**config.mk**
```make
export PLATFORM = sky130hd
export DESIGN_NAME = multicycle_controller
export DESIGN_NICKNAME = d
export VERILOG_FILES = /design/src/rtl/multicycle_controller.sv
export SDC_FILE = /design/constraint.sdc
export NUM_CORES = 1
export LEC_CHECK = 0
export BUFFER_PORTS_ARGS = -buffer_cell sky130_fd_sc_hd__buf_2
export CAP_MARGIN = 20
export CORE_MARGIN = 1
export CORE_UTILIZATION = 30
export CTS_CLUSTER_DIAMETER = 50
export DETAILED_ROUTE_END_ITERATION = 10
export PLACE_DENSITY = 0.57
export SLEW_MARGIN = 20
export SYNTH_ARGS = -nofsm -noshare
export SYNTH_HDL_FRONTEND = slang
export SYNTH_SLANG_ARGS = --single-unit
```
**constraint.sdc**
```tcl
create_clock -name clk -period 4.7 [get_ports clk]
set_clock_uncertainty 0.15 [all_clocks]
set_input_delay 0.47 -clock clk [delete_from_list [all_inputs] [get_ports clk]]
set_output_delay 0.47 -clock clk [all_outputs]
set_load 0.01 [all_outputs]
```
**src/rtl/multicycle_controller.sv**
```systemverilog
`default_nettype none
// ============================================================================
// Module   : multicycle_controller
// Purpose  : Control FSM for the multicycle RV32 datapath, with cycle and
//            retired-instruction counters for bring-up.
// Options  : ILLEGAL_TRAP_EN - unknown opcodes halt the FSM and raise illegal.
// Revision : 1.0 - initial release
// ============================================================================
module multicycle_controller #(
    parameter int CNT_W = 32
) (
    input  logic             clk,
    input  logic             rst,
    input  logic [6:0]       opcode,
    input  logic [2:0]       func3,
    input  logic [6:0]       func7,
    input  logic             zer,
    input  logic             neg,
    output logic             pcen,
    output logic             adrsrc,
    output logic             memwrite,
    output logic             irwrite,
    output logic             regwrite,
    output logic [1:0]       alusrca,
    output logic [1:0]       alusrcb,
    output logic [2:0]       aluop,
    output logic [1:0]       resultsrc,
    output logic [2:0]       immsrc,
    output logic             illegal,
    output logic [CNT_W-1:0] cycle_cnt,
    output logic [CNT_W-1:0] instret_cnt
);

    localparam logic [3:0] c_st_fetch     = 4'd0;
    localparam logic [3:0] c_st_decode    = 4'd1;
    localparam logic [3:0] c_st_memadr    = 4'd2;
    localparam logic [3:0] c_st_memread   = 4'd3;
    localparam logic [3:0] c_st_memwb     = 4'd4;
    localparam logic [3:0] c_st_memwrite  = 4'd5;
    localparam logic [3:0] c_st_execr     = 4'd6;
    localparam logic [3:0] c_st_execi     = 4'd7;
    localparam logic [3:0] c_st_aluwb     = 4'd8;
    localparam logic [3:0] c_st_branch    = 4'd9;
    localparam logic [3:0] c_st_jal       = 4'd10;
    localparam logic [3:0] c_st_jalr_addr = 4'd11;
    localparam logic [3:0] c_st_jalr_jump = 4'd12;
    localparam logic [3:0] c_st_linkwb    = 4'd13;
    localparam logic [3:0] c_st_lui       = 4'd14;
    localparam logic [3:0] c_st_halt      = 4'd15;

    localparam logic [6:0] c_op_r      = 7'b0110011;
    localparam logic [6:0] c_op_i      = 7'b0010011;
    localparam logic [6:0] c_op_load   = 7'b0000011;
    localparam logic [6:0] c_op_store  = 7'b0100011;
    localparam logic [6:0] c_op_branch = 7'b1100011;
    localparam logic [6:0] c_op_jal    = 7'b1101111;
    localparam logic [6:0] c_op_jalr   = 7'b1100111;
    localparam logic [6:0] c_op_lui    = 7'b0110111;

    localparam logic [2:0] c_alu_add  = 3'b000;
    localparam logic [2:0] c_alu_sub  = 3'b001;
    localparam logic [2:0] c_alu_and  = 3'b010;
    localparam logic [2:0] c_alu_or   = 3'b011;
    localparam logic [2:0] c_alu_slt  = 3'b100;
    localparam logic [2:0] c_alu_xor  = 3'b101;
    localparam logic [2:0] c_alu_sltu = 3'b110;

    localparam logic [2:0] c_imm_i = 3'b000;
    localparam logic [2:0] c_imm_s = 3'b001;
    localparam logic [2:0] c_imm_b = 3'b010;
    localparam logic [2:0] c_imm_j = 3'b011;
    localparam logic [2:0] c_imm_u = 3'b100;

    localparam logic [CNT_W-1:0] c_cnt_one = {{(CNT_W-1){1'b0}}, 1'b1};

    logic [3:0]       r_state;
    logic [3:0]       w_next;
    logic [CNT_W-1:0] r_cycle_cnt;
    logic [CNT_W-1:0] r_instret_cnt;
    logic             w_retire;
    logic             w_pcen;
    logic             w_memwrite;
    logic             w_irwrite;
    logic             w_regwrite;
    logic             w_unused;

    // neg and the remaining func7 bits are reserved for later ISA extensions
    assign w_unused = &{1'b0, neg, func7[6], func7[4:0]};

    function automatic logic [2:0] alu_dec(input logic [2:0] f3, input logic sub);
        logic [2:0] op;
        op = c_alu_add;
        case (f3)
            3'b000:  op = sub ? c_alu_sub : c_alu_add;
            3'b111:  op = c_alu_and;
            3'b110:  op = c_alu_or;
            3'b100:  op = c_alu_xor;
            3'b010:  op = c_alu_slt;
            3'b011:  op = c_alu_sltu;
            default: op = c_alu_add;
        endcase
        return op;
    endfunction

    always_ff @(posedge clk or negedge rst) begin
        if (!rst) begin
            r_state <= c_st_fetch;
        end else begin
            r_state <= w_next;
        end
    end

    always_comb begin
        w_next = c_st_fetch;
        case (r_state)
            c_st_fetch:  w_next = c_st_decode;
            c_st_decode: begin
                case (opcode)
                    c_op_r:      w_next = c_st_execr;
                    c_op_i:      w_next = c_st_execi;
                    c_op_load,
                    c_op_store:  w_next = c_st_memadr;
                    c_op_branch: w_next = c_st_branch;
                    c_op_jal:    w_next = c_st_jal;
                    c_op_jalr:   w_next = c_st_jalr_addr;
                    c_op_lui:    w_next = c_st_lui;
`ifdef ILLEGAL_TRAP_EN
                    default:     w_next = c_st_halt;
`else
                    default:     w_next = c_st_fetch;
`endif
                endcase
            end
            c_st_memadr:    w_next = (opcode == c_op_load) ? c_st_memread : c_st_memwrite;
            c_st_memread:   w_next = c_st_memwb;
            c_st_execr,
            c_st_execi:     w_next = c_st_aluwb;
            c_st_jal:       w_next = c_st_linkwb;
            c_st_jalr_addr: w_next = c_st_jalr_jump;
            c_st_jalr_jump: w_next = c_st_linkwb;
            c_st_halt:      w_next = c_st_halt;
            default:        w_next = c_st_fetch;
        endcase
    end

    always_comb begin
        w_pcen     = 1'b0;
        adrsrc     = 1'b0;
        w_memwrite = 1'b0;
        w_irwrite  = 1'b0;
        w_regwrite = 1'b0;
        alusrca    = 2'b00;
        alusrcb    = 2'b00;
        aluop      = c_alu_add;
        resultsrc  = 2'b00;
        immsrc     = c_imm_i;
        case (r_state)
            c_st_fetch: begin
                w_irwrite = 1'b1;
                w_pcen    = 1'b1;
                alusrcb   = 2'b10;
                resultsrc = 2'b01;
            end
            c_st_decode: begin
                alusrca = 2'b01;
                alusrcb = 2'b01;
                immsrc  = (opcode == c_op_jal) ? c_imm_j : c_imm_b;
            end
            c_st_memadr: begin
                alusrca = 2'b10;
                alusrcb = 2'b01;
                immsrc  = (opcode == c_op_load) ? c_imm_i : c_imm_s;
            end
            c_st_memread: adrsrc = 1'b1;
            c_st_memwb: begin
                resultsrc  = 2'b10;
                w_regwrite = 1'b1;
            end
            c_st_memwrite: begin
                adrsrc     = 1'b1;
                w_memwrite = 1'b1;
            end
            c_st_execr: begin
                alusrca = 2'b10;
                aluop   = alu_dec(func3, func7[5]);
            end
            c_st_execi: begin
                alusrca = 2'b10;
                alusrcb = 2'b01;
                aluop   = alu_dec(func3, 1'b0);
            end
            c_st_aluwb,
            c_st_linkwb: w_regwrite = 1'b1;
            c_st_branch: begin
                // slt drives zer low when rs1 < rs2, so blt/bge reuse the zero flag
                alusrca = 2'b10;
                case (func3)
                    3'b000: begin aluop = c_alu_sub; w_pcen = zer;  end
                    3'b001: begin aluop = c_alu_sub; w_pcen = !zer; end
                    3'b100: begin aluop = c_alu_slt; w_pcen = !zer; end
                    3'b101: begin aluop = c_alu_slt; w_pcen = zer;  end
                    default: w_pcen = 1'b0;
                endcase
            end
            c_st_jal,
            c_st_jalr_jump: begin
                w_pcen  = 1'b1;
                alusrca = 2'b01;
                alusrcb = 2'b10;
            end
            c_st_jalr_addr: begin
                alusrca = 2'b10;
                alusrcb = 2'b01;
            end
            c_st_lui: begin
                immsrc     = c_imm_u;
                resultsrc  = 2'b11;
                w_regwrite = 1'b1;
            end
            default: ;
        endcase
    end

    // Enables are gated by reset so that nothing is written while held in reset
    assign pcen     = w_pcen & rst;
    assign memwrite = w_memwrite & rst;
    assign irwrite  = w_irwrite & rst;
    assign regwrite = w_regwrite & rst;

`ifdef ILLEGAL_TRAP_EN
    assign illegal = (r_state == c_st_halt);
`else
    assign illegal = 1'b0;
`endif

    assign w_retire = (w_next == c_st_fetch) && (r_state != c_st_halt);

    always_ff @(posedge clk or negedge rst) begin
        if (!rst) begin
            r_cycle_cnt   <= '0;
            r_instret_cnt <= '0;
        end else begin
            r_cycle_cnt <= r_cycle_cnt + c_cnt_one;
            if (w_retire) begin
                r_instret_cnt <= r_instret_cnt + c_cnt_one;
            end
        end
    end

    assign cycle_cnt   = r_cycle_cnt;
    assign instret_cnt = r_instret_cnt;

endmodule
`default_nettype wire

```
# Word-level counts from Yosys, hierarchy flattened

Index checks and enable logic that the tools add are counted.

Output and inout bits: 82
Logic and storage cells: 78
Flip-flop bits (word level): 68
Input bits: 21

Muxes and demuxes: 20
Add/sub/neg operators: 2
Bitwise gates (word level): 4
Equality and inequality tests: 31
Reduce and logical (&&, ||, !) cells: 18

Operators with widths:

| kind                                                             | number |
|---|---|
| 32-bit by 1-bit adder with 32-bit output (second input constant) | 2 |
| 4-bit == test (second input constant)                            | 8 |
| 4-bit one-hot mux with 8 select lines                            | 1 |
| 4-bit one-hot mux with 7 select lines                            | 1 |
| 7-bit by 6-bit == test with 1-bit output (second input constant) | 3 |
| 7-bit == test (second input constant)                            | 3 |
| 3-bit one-hot mux with 3 select lines                            | 2 |
| 3-bit one-hot mux with 6 select lines                            | 1 |
| 4-bit by 3-bit == test with 1-bit output (second input constant) | 4 |
| 2-bit OR reduction                                               | 8 |
| 3-bit one-hot mux with 5 select lines                            | 1 |
| 3-bit == test (second input constant)                            | 4 |
| 4-bit by 2-bit == test with 1-bit output (second input constant) | 2 |
| 4-bit zero test                                                  | 2 |
| 2-bit one-hot mux with 2 select lines                            | 2 |
| 4-bit OR reduction                                               | 2 |
| 7-bit by 2-bit == test with 1-bit output (second input constant) | 1 |
| 7-bit by 5-bit == test with 1-bit output (second input constant) | 1 |
| 1-bit two-way mux                                                | 7 |
| 3-bit by 2-bit == test with 1-bit output (second input constant) | 2 |
| 2-bit one-hot mux with 3 select lines                            | 1 |
| 3-bit one-hot mux with 2 select lines                            | 1 |
| 3-bit OR reduction                                               | 2 |
| 5-bit OR reduction                                               | 1 |
| other kinds (9)                                                  | 13 |

# Longest topological paths before layout

Gate-level depths: netlist of the first run.

Depth in word-level cells: 6
Gate-level depth with buffers: 11
Depth with buffers taken out: 7

# Worst setup path before layout of the first run

No wires, ideal clock.

Path kind: register to register
Start point: register r_state[2]
End point: register r_instret_cnt[6] (netlist: instret_cnt[6])
Path buffers: 3
Library setup time: 0.079 ns
Data arrival time: 2.537 ns
Stages on the path, launching flop included: 10
Period minus slack after synthesis: 2.767 ns
Data required time: 4.471 ns
Setup slack: 1.933 ns
Cell sequence: dfrtp_1 > buf_6 > and4_4 > or4_4 > or2_4 > or4_4 > buf_6 > buf_8 > nor3_2 > xor2_1

Longest elaborated chain between the ends: 5
Elaborated cells between the ends (all ways): 16
Those cells by class: eq/ne: 10; mux: 1; reduce/logical: 5

RTL lines:

| what                                                                             | RTL line | text |
|---|---|---|
| start: declaration                                                               | 76       | `logic [3:0] r_state;` |
| start signal: assignment                                                         | 107      | `r_state <= c_st_fetch;` |
| start signal: assignment                                                         | 109      | `r_state <= w_next;` |
| 4-bit == test / 4-bit by 3-bit == test with 1-bit output (equally long branches) | 115      | `case (r_state)` |
| 2-bit OR reduction, on equally long branches                                     | -        |  |
| 4-bit one-hot mux with 8 select lines (*)                                        | 115      |  |
| net w_next[0]                                                                    | 77       | `logic [3:0] w_next;` |
| 4-bit zero test (*)                                                              | 236      | `assign w_retire = (w_next == c_st_fetch) && (r_state != c_st_halt);` |
| 1-bit logical AND (*)                                                            | 236      |  |
| end signal: assignment                                                           | 245      | `r_instret_cnt <= r_instret_cnt + c_cnt_one;` |
| end: declaration                                                                 | 79       | `logic [CNT_W-1:0] r_instret_cnt;` |

The timed path passes the listed nets; every way through them passes the cells marked *.
A chain may end at the register's enable or synchronous reset.

# Worst setup path after layout of the first run

Start point: register r_state[1]
End point: output immsrc[0]

Longest elaborated chain between the ends: 2
Elaborated cells between the ends (all ways): 4
Those cells by class: eq/ne: 3; mux: 1

RTL lines:

| what                                        | RTL line | text |
|---|---|---|
| 4-bit == test, or another cell as far along | 157      | `case (r_state)` |
| 3-bit one-hot mux with 3 select lines (*)   | 157      |  |
| end: declaration                            | 28       | `output logic [2:0] immsrc,` |

Every way passes the cells marked *; elsewhere a longest branch is shown, timed or not.

==> run metrics, run 1 <==
crit-path max cell delay=830 ps; Worst Max-Slew Pin Slew=885 ps; Synth Instances=362; Reg power frac=0.404; post-CTS setup buffer count=0; clock buffer depth=2; I/O Pins=103; unrepaired setup endpoints after global routing=no; Via Count=2,941; Synth Area in Simple Gates=0.283; core area=11,600 µm²; Non-Filler Instances=602; Place WS=1540 ps; grt total ovfl=0; Clock transition at path regs=50 ps; M3 GR Usage=0.0373; CP Data Required Time=4080 ps; Yosys cell types=51; outcome=finished with violations; Ys Warns=0; Placed Cells=587; Post-Synth XOR/XNOR Area=0.158; crit share post-route=0.679; Core Rows=39; Switch Pwr=516 µW; P&R area growth vs syn=23.6%; final core utilization=0.388; Port Buffers=94; largest area contributor in the netlist=dfrtp_1; GRT Overall Usage=0.141; CP max stage cell=or4b_2; Max Slew Vio Count=0; Internal Power=1.16 mW; Critical Path, Cell by Cell=or4b_2, or4_1, o21ai_0, buf_2; DRC Markers=7; vias in the first global route=2,862; Die X=112 µm; synth top area cells=dfrtp_1 (47%), xnor2_1 (7.9%), xor2_1 (7.9%); Num CTS Buffers=9; EDFF count, synth=0; Worst Setup End Kind=output pin; Die Y-Extent=112 µm; CTS sink count=68; post-DR wirelength/cell=13.8 µm; Max FO, Critical Path=20; worst skew pair latency=330 ps; final setup vio count=0; Clk pwr share=0.393; hold crit path type=in -> async; dpl hpwl=6.03 mm; Synth Cell Area=3650 µm²; CTS H-tree lvls=3; main combinational cell family by area after synthesis=simple AND/OR/NAND/NOR gates; Cell Pwr Density=372 nW/µm²; Arrival @ worst endpoint=2570 ps; fin nets=478; clk root buf=clkbuf_16; CTS resizes=0; Synth Area in Compound Gates=0.0446; sequential fraction of the synthesis area=0.466; Initial DRC Count=180; hold slack final=14.0 ps; final WL=8.30 mm; Max Fclk=0.313 GHz; Final ANT Viol Nets=0; adder-cell share of the synthesized area=0.00686; buffers and inverters on the worst path=1; switch share=0.308; cts hold-fix bufs=0; Setup CP Type=reg -> out; M1 GR Usage=0.176; Seq cells post-synth=68; TritonRoute pass-1 iters=7; failing checks=design-rule violations; layout cells sized above 1=0.292; P_leak=2.28 nW; post-synth top area share=0.466; CTS tree=yes; Vias per Instance=4.89; syn nets=385; global route hottest layer=met2; Ant. Diodes=0; CP top delay family=simple AND/OR/NAND/NOR gates; Post-synth ARST share=1.00; DIE AREA=12,600 µm²; worst relative slew slack=0.404; Mean Syn Cell Area=10.1 µm²; Max Cap Viol=0; Most used DFF post-synth=dfrtp_1; gp weighted congestion=0.741; first-pass GRT wire length=14.1 mm; sum of negative setup slack=0 ps; Post-synth top cells=dfrtp_1 (68), nand2_1 (34), xnor2_1 (33), xor2_1 (33), nor2_1 (29); post-layout minimum cycle time=3190 ps; startpoint class of the critical path=register; multiplexer share of the synthesized area=0; Worst Slack Setup Final=1510 ps; Max VDD drop=0.000172 V; initial antenna violation count=0; Logic pwr share=0.202; largest net degree at the start of global routing=45; GR Layer Usage met2=0.227; Initial Util=0.314; Hold Vio Cnt, Final=0; count leader, synth=dfrtp_1
[worst register-to-register path: stages (launching register included)]
cell     delay (ps)
dfrtp_1         600
and4_4          320
or4_4           550
or2_4           260
nor4_1          770
nand4_1         220
xnor2_1         180
[state kept, by name (all words and copies together), names as in the netlist]
name / count
instret_cnt: 32
r_state: 4
cycle_cnt: 32
[layout make-up]
cell class / count / area [µm²]
fillers: 1188 / 7100
multi-input cells: 266 / 1800
flip-flops and latches: 68 / 1700
repair buffers: 95 / 478
clock buffers: 10 / 239
well taps: 143 / 179
inverters: 15 / 56.3
clock inverters: 5 / 52.6
[cell families (layout without fill, tap and decap cells)]
logic type | count (synthesis) | count (layout)
and+or+nand+nor | 172 | 172
DFF | 68 | 68
xor gates and xnor gates | 66 | 66
buffers and inverters | 28 | 125
AOI/OAI and AO/OA | 25 | 25
adders and majority gates | 2 | 2
other | 1 | 1
[routing by layer]
layer / up-vias / wire length [µm]
met4: 0 / 164
met5: - / 0
met2: 67 / 3920
li1: 1448 / -
met3: 12 / 515
met1: 1414 / 3700
[power groups by stage]
stage	Combinational (mW)	Sequential (mW)	Clock [mW]
global placement	0.342	0.686	0
global route	0.378	0.688	0.711
detailed placement	0.343	0.689	0
CTS	0.345	0.678	0.683
floorplan	0.259	0.669	0
finish	0.339	0.679	0.660
[placed cells by master, fill, tap and decap left out, types with 9 or more instances in the layout]
master and instances:
clkbuf_16 9, and3_1 11, xor2_1 33, dfrtp_1 68
nor3_1 9, inv_1 15, nand4_1 13, nor2_1 29
buf_2 94, xnor2_1 33, nand2_1 34, nand3_1 21
[stage by stage]
step	total power, mW	cell area (µm²)
4_1_cts	1.71	4510
2_1_floorplan	0.928	3650
3_3_place_gp	1.03	4220
6_report	1.68	4510
3_5_place_dp	1.03	4220
5_1_grt	1.78	4510
[worst paths after layout]
kind                                      start         endpoint  slack [ps]  depth (start not counted)
worst max-delay path                 r_state[1]        immsrc[0]        1510                          4
worst min-delay path                        rst    cycle_cnt[17]          10                          1
worst max register to register       r_state[3]  instret_cnt[15]        1540                          6
worst min register to register  instret_cnt[31]  instret_cnt[31]         320                          1
max in group asynchronous                   rst    cycle_cnt[20]        3380                          2
min in group clk                instret_cnt[31]  instret_cnt[31]         320                          1
No activity file was read; power rests on OpenSTA's default activity.
==> inputs of run 2 (changes only) <==
--- a/config.mk
+++ b/config.mk
@@ -5,6 +5,7 @@
 export SDC_FILE = /design/constraint.sdc
 export NUM_CORES = 1
 export LEC_CHECK = 0
+export ABC_AREA = 1
 export BUFFER_PORTS_ARGS = -buffer_cell sky130_fd_sc_hd__buf_2
 export CAP_MARGIN = 20
 export CORE_MARGIN = 1
==> constraint.sdc (replaced) <==
create_clock -name clk -period 2.8 [get_ports clk]
set_clock_uncertainty 0.15 [all_clocks]
set_input_delay 0.28 -clock clk [delete_from_list [all_inputs] [get_ports clk]]
set_output_delay 0.28 -clock clk [all_outputs]
set_load 0.01 [all_outputs]
==> run 2 against run 1 <==
The run now ends clean. Total power up 23%. Final area increased by 16%. Via count up 40%. Area after synthesis up 19%. Count of clock-buffer cells in the layout grew 4. Non-clock buffer count up 2. Sequential share of layout area is 5.2 points lower. Routed wire length increased by 35%. Combinational power is 85% lower. Cell count grew 50%. Die area up 18%. Largest power group is now clock.
==> run metrics, run 2 <==
outcome=complete, no violations; Max Fclk=0.444 GHz; clk root buf=clkbuf_16; first-pass GRT wire length=18.7 mm (+32%); fin nets=740 (+55%); fin area=5230 µm² (+16%); startpoint class of the critical path=register; final setup vio count=0 (unchanged); Die Y-Extent=122 µm (+8.7%); Post-synth ARST share=1.00 (unchanged); hold crit path type=in -> async; Worst Setup End Kind=register; crit share post-route=0.804; core area=14,000 µm² (+20%); final core utilization=0.374 (-0.0146); worst skew pair latency=330 ps (about the same); TritonRoute pass-1 iters=4 (-3); Vias per Instance=4.58 (-6.3%); sum of negative setup slack=0 ps (unchanged); CP max stage cell=dfrtp_1; CP most frequent cell=nand2_1; worst relative slew slack=0.425 (+0.0210); Arrival @ worst endpoint=2320 ps (-250 ps); Mean Syn Cell Area=6.99 µm² (-31%); Max Slew Vio Count=0 (unchanged); Max Cap Viol=0 (unchanged); Post-synth top cells=nand2_1 (221), nor2_1 (76), dfrtp_1 (68), inv_1 (62), nand3_1 (59); hold slack final=19.3 ps (+5.30 ps); Port Buffers=94 (unchanged); post-layout minimum cycle time=2250 ps; count leader, synth=nand2_1; dpl hpwl=8.59 mm (+43%); Seq cells post-synth=68 (unchanged); Synth Cell Area=4330 µm² (+19%); fillers=1,545 (+30%); placed inst area=4960 µm² (+18%); Final ANT Viol Nets=0 (unchanged); Setup CP Type=reg -> reg; unrepaired setup endpoints after global routing=no; P_leak=2.82 nW (+23%); Critical Path, Cell by Cell=nand2_1, inv_2, nand2_1, nand3_2, a21oi_1, nand2_1, nor2_4, nand2_4, nand2_1, nand2_1; vias in the first global route=4,019 (+40%); Ant. Diodes=0 (unchanged); Most used DFF post-synth=dfrtp_1; grt total ovfl=0 (unchanged); post-synth top area share=0.393 (-0.0732); GRT Overall Usage=0.159 (+0.0180); DRC Markers=0 (-7); Core Rows=43 (+10%); initial antenna violation count=0 (unchanged); DIE AREA=14,900 µm² (+18%); Via Count=4,128 (+40%); largest net degree at the start of global routing=69 (+53%); CP Data Required Time=2870 ps (-1210 ps); EDFF count, synth=0 (unchanged); P&R area growth vs syn=20.8%; CTS resizes=0 (unchanged); crit-path max cell delay=410 ps (-420 ps); Yosys cell types=31 (-39%); Hold Vio Cnt, Final=0 (unchanged); Die X=122 µm (+8.7%); I/O Pins=103 (unchanged); CTS tree=yes; Worst Max-Slew Pin Slew=862 ps (-23.4 ps); CTS H-tree lvls=3 (unchanged); syn nets=642 (+67%); clock buffer depth=2 (unchanged); cts hold-fix bufs=0 (unchanged); gp weighted congestion=0.934 (+26%); total power draw=2.06 mW (+23%); synth top area cells=dfrtp_1 (39%), nand2_1 (19%), nand3_1 (6.8%); Max VDD drop=0.000235 V (+37%); Max FO, Critical Path=32 (+60%); Clock transition at path regs=60 ps (about the same); Num CTS Buffers=9 (unchanged); Initial DRC Count=166 (-7.8%); layout cells sized above 1=0.173 (-0.119); Synth Instances=619 (+71%); post-DR wirelength/cell=12.4 µm (-9.9%); sequential fraction of the synthesis area=0.393 (-0.0732); largest area contributor in the netlist=dfrtp_1; commonest non-fill, non-tap cell in the layout=nand2_1; most frequent cells in the layout=nand2_1 (221), buf_2 (93), nor2_1 (76), dfrtp_1 (68), inv_1 (62); CTS sink count=68 (unchanged); Ys Warns=0 (unchanged); Cell Pwr Density=395 nW/µm² (+6.1%); final WL=11.2 mm (+35%); post-CTS setup buffer count=0 (unchanged); Initial Util=0.309 (-0.00478)
==> run 2: changes by cell type in the layout (fill, tap and decap cells not counted), moves of 4 or more <==
| cell | previous run | this run |
|---|---|---|
| nor4_2 | 6 | 0 |
| nor2_1 | 29 | 76 |
| nand3_1 | 21 | 59 |
| nor3_2 | 6 | 1 |
| or4b_2 | 4 | 0 |
| nand2_1 | 34 | 221 |
| inv_1 | 15 | 62 |
| nor3_1 | 9 | 21 |
| clkbuf_1 | 0 | 4 |
| and4_1 | 7 | 0 |
| and3_1 | 11 | 0 |
| inv_2 | 0 | 5 |
| xnor2_1 | 33 | 16 |
==> run 2: routing by layer <==
metal / wire length [µm] / vias to the layer above / track usage / share of wire
met5: 0 / - / 0 / 0
li1: - / 2143 / - / -
met3: 466 / 17 / 0.0375 / 0.042
met2: 5260 / 82 / 0.268 / 0.47
met1: 5250 / 1886 / 0.195 / 0.47
met4: 228 / 0 / 0.0602 / 0.020
==> run 2: power by group <==
group	total [mW]	switching, mW	internal, mW	leakage, nW
Combinational	0.0510	0.0365	0.0145	1.77
Sequential	0.983	0	0.983	0.915
Clock	1.03	0.407	0.621	0.131
Total	2.06	0.444	1.62	2.82
==> run 2: worst paths after layout <==
| path | start | endpoint | cells after the start | slack [ps] |
|---|---|---|---|---|
| setup / recovery | r_state[1] | instret_cnt[23] | 10 | 550 |
| hold / removal | rst | instret_cnt[5] | 2 | 20 |
| setup reg to reg | r_state[1] | instret_cnt[23] | 10 | 550 |
| hold reg to reg | cycle_cnt[31] | cycle_cnt[31] | 1 | 330 |
| max in group asynchronous | rst | cycle_cnt[30] | 2 | 1930 |
| min in group clk | opcode[4] | r_state[2] | 5 | 270 |
==> run 2: final cells by class <==
| class | count | area [µm²] | area share |
|---|---|---|---|
| multi-input cells | 474 | 2290 | 0.438 |
| clock buffers | 14 | 254 | 0.0486 |
| inverters | 67 | 251 | 0.0481 |
| repair buffers | 97 | 495 | 0.0948 |
| well taps | 180 | 225 | 0.0431 |
| flip-flops and latches | 68 | 1700 | 0.326 |
| clock inverters | 2 | 10.0 | 0.00191 |
==> run 2: critical path: cells and delay by family (launching register included) <==
kind            cells  cell delay, ps
flops               1             410
buf+inv             1              40
compound gates      1             130
simple gates        8            1380
==> run 2: stage by stage <==
stage                     cells  setup slack (ps)
after floorplan             619               942
after global placement      886               551
after detailed placement    886               534
after CTS                   902               524
after global routing        902               274
final                       902               548
==> run 2: cell families after synthesis <==
family                     share of synthesized area
and+or+nand+nor                                0.407
buffers and inverters                         0.0780
DFF                                            0.393
xor gates and xnor gates                      0.0951
AOI/OAI and AO/OA                             0.0199
adders and majority gates                    0.00578
other                                       0.000866
